File: src/rtl/sr_exc_pkg.sv
// Shared types, constants and the SR excitation function for sr_excitation_driver.
package sr_exc_pkg;

  typedef enum logic [1:0] {
    UNK   = 2'd0,  // model state unknown: next pop forces the flip-flop
    TRACK = 2'd1,  // model tracks the flip-flop: pops apply the excitation table
    HALT  = 2'd2   // stopped after a mismatch until err_clr
  } state_e;

  typedef struct packed {
    logic s;
    logic r;
  } sr_t;

  localparam sr_t SR_HOLD = 2'b00;
  localparam sr_t SR_SET  = 2'b10;
  localparam sr_t SR_RST  = 2'b01;

  // Excitation table with don't-cares resolved to 0, so s=r=1 cannot occur.
  function automatic sr_t sr_excite(input logic q_m, input logic tgt);
    if (q_m == tgt) return SR_HOLD;
    else if (tgt)   return SR_SET;
    else            return SR_RST;
  endfunction

endpackage

File: src/rtl/bit_fifo.sv
// Synchronous 1-bit FIFO; pointers carry one extra wrap bit to tell full from empty.
module bit_fifo #(
  parameter int DEPTH = 4
) (
  input  logic clk,
  input  logic rst_n,
  input  logic push,
  input  logic push_bit,
  input  logic pop,
  output logic pop_bit,
  output logic full,
  output logic empty
);

  localparam int AW = $clog2(DEPTH);

  logic [AW:0]      wr_ptr_q, wr_ptr_d;
  logic [AW:0]      rd_ptr_q, rd_ptr_d;
  logic [DEPTH-1:0] mem_q, mem_d;
  logic             do_push, do_pop;

  assign full    = (wr_ptr_q[AW] != rd_ptr_q[AW]) &&
                   (wr_ptr_q[AW-1:0] == rd_ptr_q[AW-1:0]);
  assign empty   = (wr_ptr_q == rd_ptr_q);
  assign do_push = push && !full;
  assign do_pop  = pop && !empty;
  assign pop_bit = mem_q[rd_ptr_q[AW-1:0]];

  // Next pointer and storage values.
  always_comb begin
    // NOTE: every output of a combinational block gets a default first, otherwise a latch is inferred.
    wr_ptr_d = wr_ptr_q;
    rd_ptr_d = rd_ptr_q;
    mem_d    = mem_q;
    if (do_push) begin
      mem_d[wr_ptr_q[AW-1:0]] = push_bit;
      wr_ptr_d                = wr_ptr_q + (AW + 1)'(1);
    end
    if (do_pop) begin
      rd_ptr_d = rd_ptr_q + (AW + 1)'(1);
    end
  end

  // Pointer registers.
  always_ff @(posedge clk or negedge rst_n) begin
    // NOTE: sequential state uses non-blocking assignments so every flop samples pre-edge values.
    if (!rst_n) begin
      wr_ptr_q <= '0;
      rd_ptr_q <= '0;
    end else begin
      wr_ptr_q <= wr_ptr_d;
      rd_ptr_q <= rd_ptr_d;
    end
  end

  // Storage register.
  always_ff @(posedge clk) begin
    // NOTE: storage is deliberately not reset; the pointers alone say which entries are valid.
    mem_q <= mem_d;
  end

endmodule

File: src/rtl/sr_excitation_driver.sv
// Turns a stream of wanted q bits into s/r drive for an external SR flip-flop
// and checks the flip-flop's q feedback two cycles after each drive.
module sr_excitation_driver
  import sr_exc_pkg::*;
#(
  parameter int DEPTH       = 4,
  parameter int CNT_W       = 8,
  parameter bit HALT_ON_ERR = 1'b0
) (
  input  logic             clk,
  input  logic             rst_n,
  input  logic             tgt_valid,
  input  logic             tgt_bit,
  output logic             tgt_ready,
  output logic             s,
  output logic             r,
  input  logic             q_fb,
  output logic             busy,
  output logic             err,
  output logic [CNT_W-1:0] err_cnt,
  input  logic             err_clr
);

  state_e           state_q, state_d;
  logic             q_m_q, q_m_d;
  sr_t              sr_q, sr_d;
  logic             chk1_vld_q, chk1_vld_d, chk1_bit_q, chk1_bit_d;
  logic             chk2_vld_q, chk2_vld_d, chk2_bit_q, chk2_bit_d;
  logic             err_q, err_d;
  logic [CNT_W-1:0] err_cnt_q, err_cnt_d;

  logic fifo_full, fifo_empty, fifo_bit;
  logic push, pop, mismatch, halt_now;

  assign tgt_ready = !fifo_full;
  assign push      = tgt_valid && tgt_ready;
  assign mismatch  = chk2_vld_q && (q_fb != chk2_bit_q);
  // A mismatch that will halt also blocks the pop of the same cycle, so no drive follows the error.
  assign halt_now  = HALT_ON_ERR && mismatch && !err_clr;
  assign pop       = !fifo_empty && (state_q != HALT) && !halt_now;

  assign s       = sr_q.s;
  assign r       = sr_q.r;
  assign err     = err_q;
  assign err_cnt = err_cnt_q;
  assign busy    = !fifo_empty || chk1_vld_q || chk2_vld_q;

  bit_fifo #(
    .DEPTH (DEPTH)
  ) u_fifo (
    .clk      (clk),
    .rst_n    (rst_n),
    .push     (push),
    .push_bit (tgt_bit),
    .pop      (pop),
    .pop_bit  (fifo_bit),
    .full     (fifo_full),
    .empty    (fifo_empty)
  );

  // FSM next state, model q and s/r drive; a mismatch overrides the pop transition.
  always_comb begin
    state_d = state_q;
    q_m_d   = q_m_q;
    sr_d    = SR_HOLD;
    if (pop) begin
      q_m_d = fifo_bit;
      case (state_q)
        UNK: begin
          sr_d    = fifo_bit ? SR_SET : SR_RST;
          state_d = TRACK;
        end
        TRACK:   sr_d = sr_excite(q_m_q, fifo_bit);
        default: sr_d = SR_HOLD;
      endcase
    end
    if (mismatch) begin
      state_d = halt_now ? HALT : UNK;
    end else if (err_clr && (state_q == HALT)) begin
      state_d = UNK;
    end
  end

  // Two-stage expected-bit pipeline and sticky error / saturating counter; clear wins.
  always_comb begin
    chk1_vld_d = pop;
    chk1_bit_d = fifo_bit;
    chk2_vld_d = chk1_vld_q;
    chk2_bit_d = chk1_bit_q;
    err_d      = err_q;
    err_cnt_d  = err_cnt_q;
    if (err_clr) begin
      err_d     = 1'b0;
      err_cnt_d = '0;
    end else if (mismatch) begin
      err_d = 1'b1;
      if (err_cnt_q != '1) err_cnt_d = err_cnt_q + CNT_W'(1);
    end
  end

  // State, drive, pipeline and error registers.
  always_ff @(posedge clk or negedge rst_n) begin
    if (!rst_n) begin
      state_q    <= UNK;
      q_m_q      <= 1'b0;
      sr_q       <= SR_HOLD;
      chk1_vld_q <= 1'b0;
      chk1_bit_q <= 1'b0;
      chk2_vld_q <= 1'b0;
      chk2_bit_q <= 1'b0;
      err_q      <= 1'b0;
      err_cnt_q  <= '0;
    end else begin
      state_q    <= state_d;
      q_m_q      <= q_m_d;
      sr_q       <= sr_d;
      chk1_vld_q <= chk1_vld_d;
      chk1_bit_q <= chk1_bit_d;
      chk2_vld_q <= chk2_vld_d;
      chk2_bit_q <= chk2_bit_d;
      err_q      <= err_d;
      err_cnt_q  <= err_cnt_d;
    end
  end

endmodule
File: config.mk
export PLATFORM = sky130hd
export DESIGN_NAME = sr_excitation_driver
export DESIGN_NICKNAME = d
export VERILOG_FILES = /design/src/rtl/sr_exc_pkg.sv /design/src/rtl/bit_fifo.sv /design/src/rtl/sr_excitation_driver.sv
export SDC_FILE = /design/constraint.sdc
export NUM_CORES = 1
export LEC_CHECK = 0
export ABC_AREA = 0
export ABC_CLOCK_PERIOD_IN_PS = 1590
export CAP_MARGIN = 20
export CORE_ASPECT_RATIO = 1.1
export CORE_MARGIN = 2
export CORE_UTILIZATION = 47
export DETAILED_ROUTE_END_ITERATION = 10
export GPL_ROUTABILITY_DRIVEN = 0
export MAX_ROUTING_LAYER = met4
export PLACE_DENSITY = 0.85
export SYNTH_ARGS = -nofsm -noshare
export SYNTH_HDL_FRONTEND = slang
export SYNTH_SLANG_ARGS = --single-unit
File: constraint.sdc
create_clock -name clk -period 1.59 [get_ports clk]
set_clock_uncertainty 0.05 [all_clocks]
set_input_delay 0.159 -clock clk [delete_from_list [all_inputs] [get_ports clk]]
set_output_delay 0.159 -clock clk [all_outputs]
set_load 0.01 [all_outputs]
* Word level (Yosys, flattened, before mapping)
Cells that the tools add are included.
** Word-level totals
- Bits of input ports :: 6
- Logic and storage cells :: 65
- Output and inout port bits :: 13
- Register bits after elaboration :: 28
** Operators by class
- Reduce and logical (&&, ||, !) cells :: 19
- Order comparisons :: 3
- Multiplexer cells :: 18
- $add $sub $neg :: 3
- Equality and inequality tests :: 9
** Operator list (count)
- 8-bit 2-to-1 mux :: 3
- 2-bit 2-to-1 mux :: 7
- 8-bit by 1-bit adder with 8-bit output, second input constant :: 1
- 1-bit logical AND :: 8
- 8-bit inequality test, second input constant :: 1
- 3-bit by 1-bit adder with 3-bit output, second input constant :: 2
- 2-bit by 3-bit less-than comparator with 1-bit output, second input constant :: 2
- 3-bit nonzero test :: 2
- 4-bit bitwise mux :: 1
- 1-bit 2-to-1 mux :: 4
- 2-bit one-hot mux with 2 select lines :: 1
- 2-bit AND reduction :: 2
- 2-bit nonzero test :: 2
- 3-bit equality test :: 1
- 1-bit binary-select mux with 2-bit select :: 1
- 1-bit demux with 2-bit select :: 1
- 2-bit by 1-bit equality test with 1-bit output, second input constant :: 1
- 2-bit equality test :: 1
- 2-bit equality test, second input constant :: 1
- 2-bit by 1-bit greater-or-equal comparator with 1-bit output, second input constant :: 1
- 1-bit zero test :: 2
- 2-bit zero test :: 1
- 1-bit logical OR :: 2
- 1-bit inequality test :: 2
- 2 further kinds :: 2

* Logic depth before layout (Yosys ltp)
Gate-level depths: netlist (run 1).
- Depth after elaboration :: 6
- Depth in mapped cells :: 5
- Mapped depth without buffers :: 5

* Hierarchy
Synthesis (run 1) repeated with hierarchy kept, for this count alone.
** Unflattened totals
- Cells, all modules :: 121
- Area total of the unflattened synthesis :: 1356.3 µm²
** By module, submodules not included
- sr_excitation_driver :: area an instance 739.5 µm², seq. area each 425.4 µm², cells an instance 67, instances 1
- bit_fifo :: area an instance 616.8 µm², seq. area each 270.3 µm², cells an instance 54, instances 1

* Least setup slack after synthesis (run 1)
Ideal clock, no wire load.
- Path kind :: register to register
- From :: reg err_cnt_q[0], in the netlist err_cnt[0]
- To :: reg err_cnt_q[5], in the netlist err_cnt[5]
- Path buffers :: 0
- Data arrival time :: 1424 ps
- Library setup time :: 78 ps
- Period minus slack after synthesis :: 1552 ps
- Data required time :: 1462 ps
- Cell stages (with the launch flop) :: 6
- Path slack :: 38 ps
- Cell sequence :: dfrtp_1 > ha_1 > nand4_1 > o211ai_4 > or3_1 > a21oi_1
** Between the ends
- Longest elaborated chain between the ends :: 4
- Elaborated cells between the ends (all ways) :: 7
- Those cells by class :: add/sub: 1; eq/ne: 1; mux: 3; reduce/logical: 2
** RTL lines
- start, declared :: RTL line sr_excitation_driver.sv:30 : logic [CNT_W-1:0] err_cnt_q, err_cnt_d;
- start signal, assigned :: RTL line sr_excitation_driver.sv:122 : err_cnt_q <= err_cnt_d;
- 8-bit by 1-bit adder with 8-bit output :: RTL line sr_excitation_driver.sv:97 : if (err_cnt_q != '1) err_cnt_d = err_cnt_q + CNT_W'(1);
- 8-bit 2-to-1 mux :: RTL line sr_excitation_driver.sv:97
- 8-bit 2-to-1 mux :: RTL line sr_excitation_driver.sv:95 : end else if (mismatch) begin
- 8-bit 2-to-1 mux :: RTL line sr_excitation_driver.sv:92 : if (err_clr) begin
Several ways; a longest one is shown, not always the timed one. The select of a mux whose other input is x is not followed.
A chain may end at the register's enable or synchronous reset.

* Worst setup path in the final report (run 1)
- From :: reg u_fifo.rd_ptr_q[2]
- To :: out busy
** Between the ends
- Longest elaborated chain between the ends :: 4
** RTL lines
- start, declared :: RTL line bit_fifo.sv:18 : logic [AW:0] rd_ptr_q, rd_ptr_d;
- start signal, assigned :: RTL line bit_fifo.sv:52 : rd_ptr_q <= rd_ptr_d;
- 3-bit equality test :: RTL line bit_fifo.sv:24 : assign empty = (wr_ptr_q == rd_ptr_q);
- 1-bit zero test :: RTL line sr_excitation_driver.sv:46 : assign busy = !fifo_empty || chk1_vld_q || chk2_vld_q;
- 1-bit logical OR (2 in a row) :: RTL line sr_excitation_driver.sv:46
- end, declared :: RTL line sr_excitation_driver.sv:18 : output logic busy,
No other way between the ends.

==> results.json, run 1 <==
{
  "drc_errors": 0,
  "power.static_leakage_nw": 0.7933,
  "grt_pass1_vias": 889,
  "diodes": 0,
  "syn_nets": 112,
  "ys_warn_count": 0,
  "min-delay-path-class": "in2async",
  "cts_sinks": 27,
  "grt_max_degree": 24,
  "status": "finished with violations",
  "critPathArrivalTime_ps": 1580,
  "drt_iter0_markers": 22,
  "tightest_slew_ps": 344.3,
  "synth.distinct_cells": 26,
  "coreArea_mm2": 0.002496,
  "drt-total-wl_um": 2586,
  "vias": 936,
  "worstSetupPathType": "reg2out",
  "netlist_top_cells_area": "dfrtp_1, edfxtp_1, ha_1",
  "violations": "setup timing",
  "path_clk_slew_ps": 160,
  "yosysTopAreaCell": "dfrtp_1",
  "antenna_found_initial": 0,
  "die-area_mm2": 0.003046,
  "rsz0062_at_grt": "true",
  "worstSetupStartpointType": "flop",
  "ctsHoldBuffers": 0,
  "nets": 157,
  "clockBufferDepth": 2,
  "cp_max_fo": 2,
  "synth_cells": 100,
  "critPathRequiredTime_ps": 1380,
  "period_needed_ps": 1787,
  "grt_overflow_total": 0,
  "antenna_left": 0,
  "r2r_slack_ps": -10,
  "crit_chain": "xor2_1, nand3b_1, or3_1, buf_2",
  "fmax_ghz": 0.5596,
  "wire_per_inst_um": 14.78,
  "htreeDepth": 1,
  "io_pins": 19,
  "critical_path.top_delay_family": "simple AND/OR/NAND/NOR gates",
  "cpMaxStageDelayCell": "dfrtp_1",
  "setup_viol_count_final": 3,
  "routed_via_density": 5.349,
  "end_kind": "primary output",
  "synth-seq-cells": 27,
  "hpwl_um": 1635,
  "seq_area_frac_synth_pct": 56.50,
  "grt_util_all_layers_pct": 17.95,
  "placed_area_mm2": 0.001555,
  "maxCapViolations": 0,
  "initial_core_util_pct": 49.32,
  "syn_area_mm2": 0.001231,
  "final_hold_viol_count": 0,
  "fin_ws_ps": -197.1,
  "fin_total_pwr_mw": 2.832,
  "final_cell_mix": "buf_4, dfrtp_1, clkdlybuf4s50_1, nor2_1, and3_1",
  "slew_viol_final": 0,
  "synth.avg_cell_area_um2": 12.31,
  "drive_gt1_share_pct": 34.03,
  "path_buf_inv": 1,
  "relSlewSlack_pct": 76.97,
  "yosysTopAreaCellShare_pct": 46.75,
  "die_x_um": 52.80,
  "fin_setup_tns_ps": -212.6,
  "cpPeakStageDelay_ps": 430,
  "power.density_mw_per_mm2": 1646,
  "finalCritPeriodShare_pct": 112.4,
  "io_buffers": 18,
  "grt_pass1_wl_um": 3864,
  "final_common_cell": "buf_4",
  "n_fill_cell": 168,
  "first_pass_iters": 4,
  "area_delta_synth_final_pct": 39.74,
  "cts-root-buf": "clkbuf_4",
  "cts_tree": "yes",
  "row_count": 19,
  "dieHeight_um": 57.68,
  "numCtsBuffers": 3,
  "vdd.ir_drop.worst_mv": 1.009,
  "final_area_mm2": 0.001720,
  "clk_latency_ps": 340
}
-- flip-flops by register name, indices dropped and copies added (netlist names) --
name and count:
u_fifo.wr_ptr_q 3, u_fifo.rd_ptr_q 3, state_q 1, chk2_vld_q 1, err_cnt 8, q_m_q 1
chk1_bit_q 1, chk1_vld_q 1, u_fifo.mem_q 4, s 1, chk2_bit_q 1, err 1
r 1
-- worst paths after layout --
kind | start | to | cells after the start
max in group asynchronous | rst_n | u_fifo.rd_ptr_q[0] | 2
min in group clk | chk1_bit_q | chk2_bit_q | 0
min | rst_n | err_cnt[7] | 2
max | u_fifo.rd_ptr_q[2] | busy | 4
min reg2reg | chk1_bit_q | chk2_bit_q | 0
max reg2reg | err_cnt[0] | err_cnt[1] | 7
-- repair_timing --
action                                  in CTS  in global routing
buffers inserted                             4                  6
pin swaps                                    2                  7
endpoints found under the setup margin       8                 15
gates resized for setup                     11                 18
-- Yosys cell counts --
cell	count
dfrtp_1	23
nor2_1	9
and3_1	7
ha_1	6
xor2_1	6
nand2_1	5
edfxtp_1	4
inv_1	4
nand3_1	4
xnor2_1	4
a21oi_1	3
mux2_2	3
mux2i_1	3
nand4_1	3
buf_1	2
o2111ai_1	2
o21ai_0	2
or3_1	2
a211oi_1	1
and4_1	1
mux4_2	1
nand3b_1	1
nor4_1	1
o211ai_4	1
or2_0	1
xor2_2	1
-- cell type report --
| type | count | area (µm²) | share of cell area, % |
|---|---|---|---|
| Sequential cell | 27 | 700.7 | 40.73 |
| Timing Repair Buffer | 42 | 361.6 | 21.02 |
| Clock buffer | 3 | 22.52 | 1.309 |
| Multi-Input combinational cell | 67 | 576.8 | 33.53 |
| Tap cell | 31 | 38.79 | 2.255 |
| Clock inverter | 1 | 5.005 | 0.2909 |
| Inverter | 4 | 15.01 | 0.8727 |
-- metal layers --
layer	GRT usage [%]	routed length (µm)	vias to the layer above
met5	-	0	-
met4	10.99	91	0
met3	2.320	135	10
met2	26.79	1288	32
met1	23.18	1069	457
li1	-	-	437
-- worst register-to-register path, delay by kind of cell, from the launching register on --
family	cells	cell delay [ps]
and+or+nand+nor	2	170
adders and majority gates	1	170
muxes	1	180
AOI/OAI and AO/OA	1	170
buffers and inverters	2	320
DFF	1	440
-- power breakdown --
group / internal, mW / leakage, nW / switching, mW
Sequential: 0.940 / 0.314 / 0.150
Clock: 0.0945 / 0.0177 / 0.208
Combinational: 0.795 / 0.462 / 0.644
-- stage by stage --
step	instances	setup slack, ps	util, %	hold WS (ps)
after floorplan	100	37.85	-	-186.6
after global placement	162	-115.0	62.31	292.8
after detailed placement	162	-136.1	62.31	286.2
after CTS	170	-184.7	64.56	92.83
after global routing	175	-284.5	68.92	105.3
final	175	-197.1	68.92	93.39
-- kinds of logic after synthesis --
group | share of synthesized area [%]
AND/OR/NAND/NOR | 14.33
adder cells (fa/ha/maj) | 6.097
buffers and inverters | 1.829
flip-flops | 56.50
AO/OA/AOI/OAI | 5.793
multiplexers | 7.012
XOR/XNOR | 8.435
No activity file was read; power rests on OpenSTA's default activity.
==> run 2: changes to the inputs <==
Settings changed: CORE_MARGIN 2 to 1, HOLD_SLACK_MARGIN from default to 0.1, REMOVE_ABC_BUFFERS from default to 1.
==> run 2 against run 1 <==
The flow still finishes with violations (setup timing). Clock power shrank 2%. Worst setup slack got worse by 0.96 ps. Total power rose by 2.2%. Die area is 7.1% lower. Worst hold slack improved by 19 ps. Sequential cell count unchanged. First-iteration DRC count is the same. Register-to-register slack lost 20 ps. Final cell count is 1.7% lower. Via count up 0.32%. Global-route usage rose by 2.4 points. Critical path depth unchanged.
==> results.json, run 2 (same netlist as run 1, synthesis figures left out) <==
{
  "status": "finished with violations",
  "violations": "setup timing",
  "drt_iter0_markers": 22,
  "p_sw_mw": 1.021,
  "htreeDepth": 1,
  "antenna_left": 0,
  "placed_area_mm2": 0.001563,
  "die-area_mm2": 0.002829,
  "nets": 154,
  "critPathArrivalTime_ps": 1580,
  "instances_no_fill": 172,
  "tightest_slew_ps": 359.8,
  "numCtsBuffers": 3,
  "cts_sinks": 27,
  "largest_register_ffs": 8,
  "area_delta_synth_final_pct": 34.76,
  "hold_slack_ps": 112.5,
  "final_area_mm2": 0.001659,
  "fin_total_pwr_mw": 2.893,
  "maxCapViolations": 0,
  "grt_pass1_vias": 947,
  "clkPwrFrac_pct": 10.3,
  "cts_tree": "yes",
  "comb_power_share_pct": 52.0,
  "relSlewSlack_pct": 75.79,
  "io_buffers": 18,
  "end_kind": "primary output",
  "routed_via_density": 5.459,
  "vdd.ir_drop.worst_mv": 1.047,
  "clockBufferDepth": 2,
  "power_frac_seq_pct": 37.8,
  "power.static_leakage_nw": 0.7930,
  "ctsHoldBuffers": 0,
  "grt_overflow_total": 0,
  "sw_frac_of_total_pct": 35.30,
  "drive_gt1_share_pct": 27.66,
  "worstSetupPathType": "reg2out",
  "min-delay-path-class": "in2async",
  "grt_pass1_wl_um": 4064,
  "placedCellCount": 163,
  "p_int_mw": 1.872,
  "final_common_cell": "dfrtp_1",
  "antenna_found_initial": 0,
  "setup_viol_count_final": 5,
  "initial_core_util_pct": 49.32,
  "first_pass_iters": 4,
  "die_x_um": 50.80,
  "wire_per_inst_um": 15.52,
  "clk_latency_ps": 330,
  "drt-total-wl_um": 2670,
  "vias": 939,
  "final_hold_viol_count": 0,
  "row_count": 19,
  "slew_viol_final": 0,
  "power.density_mw_per_mm2": 1744,
  "path_clk_slew_ps": 140,
  "critPathRequiredTime_ps": 1380,
  "final_cell_mix": "dfrtp_1, buf_4, clkdlybuf4s50_1, nor2_1, and3_1",
  "grt_max_degree": 24,
  "coreArea_mm2": 0.002496,
  "fin_ws_ps": -198.1,
  "hpwl_um": 1783,
  "io_pins": 19,
  "finalCritPeriodShare_pct": 112.5,
  "period_needed_ps": 1788,
  "n_fill_cell": 178,
  "fmax_ghz": 0.5593,
  "worstSetupStartpointType": "flop",
  "cp_max_fo": 2,
  "rsz0062_at_grt": "true",
  "dieHeight_um": 55.68,
  "diodes": 0,
  "drc_errors": 0,
  "cts-root-buf": "clkbuf_4",
  "grt_util_all_layers_pct": 20.39
}
## run 2: worst max-delay path: stages (launching register included)
cell and delay, ps:
dfrtp_1 430, xnor2_1 230, nand3b_1 130, or3_1 310, buf_2 140
## run 2: final timing paths
check	from	cells past startpoint	endpoint	slack (ps)
min in group clk	chk1_bit_q	0	chk2_bit_q	330
min	rst_n	2	chk2_bit_q	110
max in group asynchronous	rst_n	2	err_cnt[5]	1140
max reg2reg	u_fifo.rd_ptr_q[0]	4	q_m_q	-30
min reg2reg	chk1_bit_q	0	chk2_bit_q	330
max	u_fifo.wr_ptr_q[1]	4	busy	-200
## run 2: final cells by class
type | count | area [µm²] | area share [%]
Clock buffer | 3 | 22.52 | 1.357
Clock inverter | 1 | 5.005 | 0.3017
Inverter | 4 | 15.01 | 0.9050
Multi-Input combinational cell | 67 | 540.5 | 32.58
Sequential cell | 27 | 698.2 | 42.08
Tap cell | 31 | 38.79 | 2.338
Timing Repair Buffer | 39 | 339.1 | 20.44
## run 2: what timing repair did
| action | in CTS | in global routing |
|---|---|---|
| endpoints found under the hold margin | 0 | 0 |
| gates resized for setup | 8 | 11 |
| pin swaps | 3 | 2 |
| cloned | 0 | 0 |
| setup buffers | 2 | 3 |
| setup endpoints to repair | 3 | 19 |
## run 2: power groups by stage
stage / clock [mW] / sequential (mW) / combinational (mW)
2_1_floorplan: 0 / 1.14 / 0.643
3_3_place_gp: 0 / 1.06 / 1.32
3_5_place_dp: 0 / 1.08 / 1.41
4_1_cts: 0.301 / 1.07 / 1.44
5_1_grt: 0.326 / 1.11 / 1.65
6_report: 0.297 / 1.09 / 1.50
## run 2: per-stage QoR
stage                     TNS, ps  utilization, %  setup WS (ps)
after detailed placement   -655.9           62.61         -120.5
after global routing       -736.8           66.47         -298.1
after CTS                  -196.4           63.91         -156.9
final                      -325.8           66.47         -198.1
after floorplan                 0               -          38.18
after global placement     -344.8           62.61         -110.4
## run 2: metal layers
metal / GRT usage, % / share of wire, % / vias up
met5: - / 0 / -
met4: 12.70 / 4.2 / 0
met3: 3.552 / 4.1 / 11
met2: 33.33 / 51 / 34
met1: 22.77 / 41 / 460
li1: - / - / 434
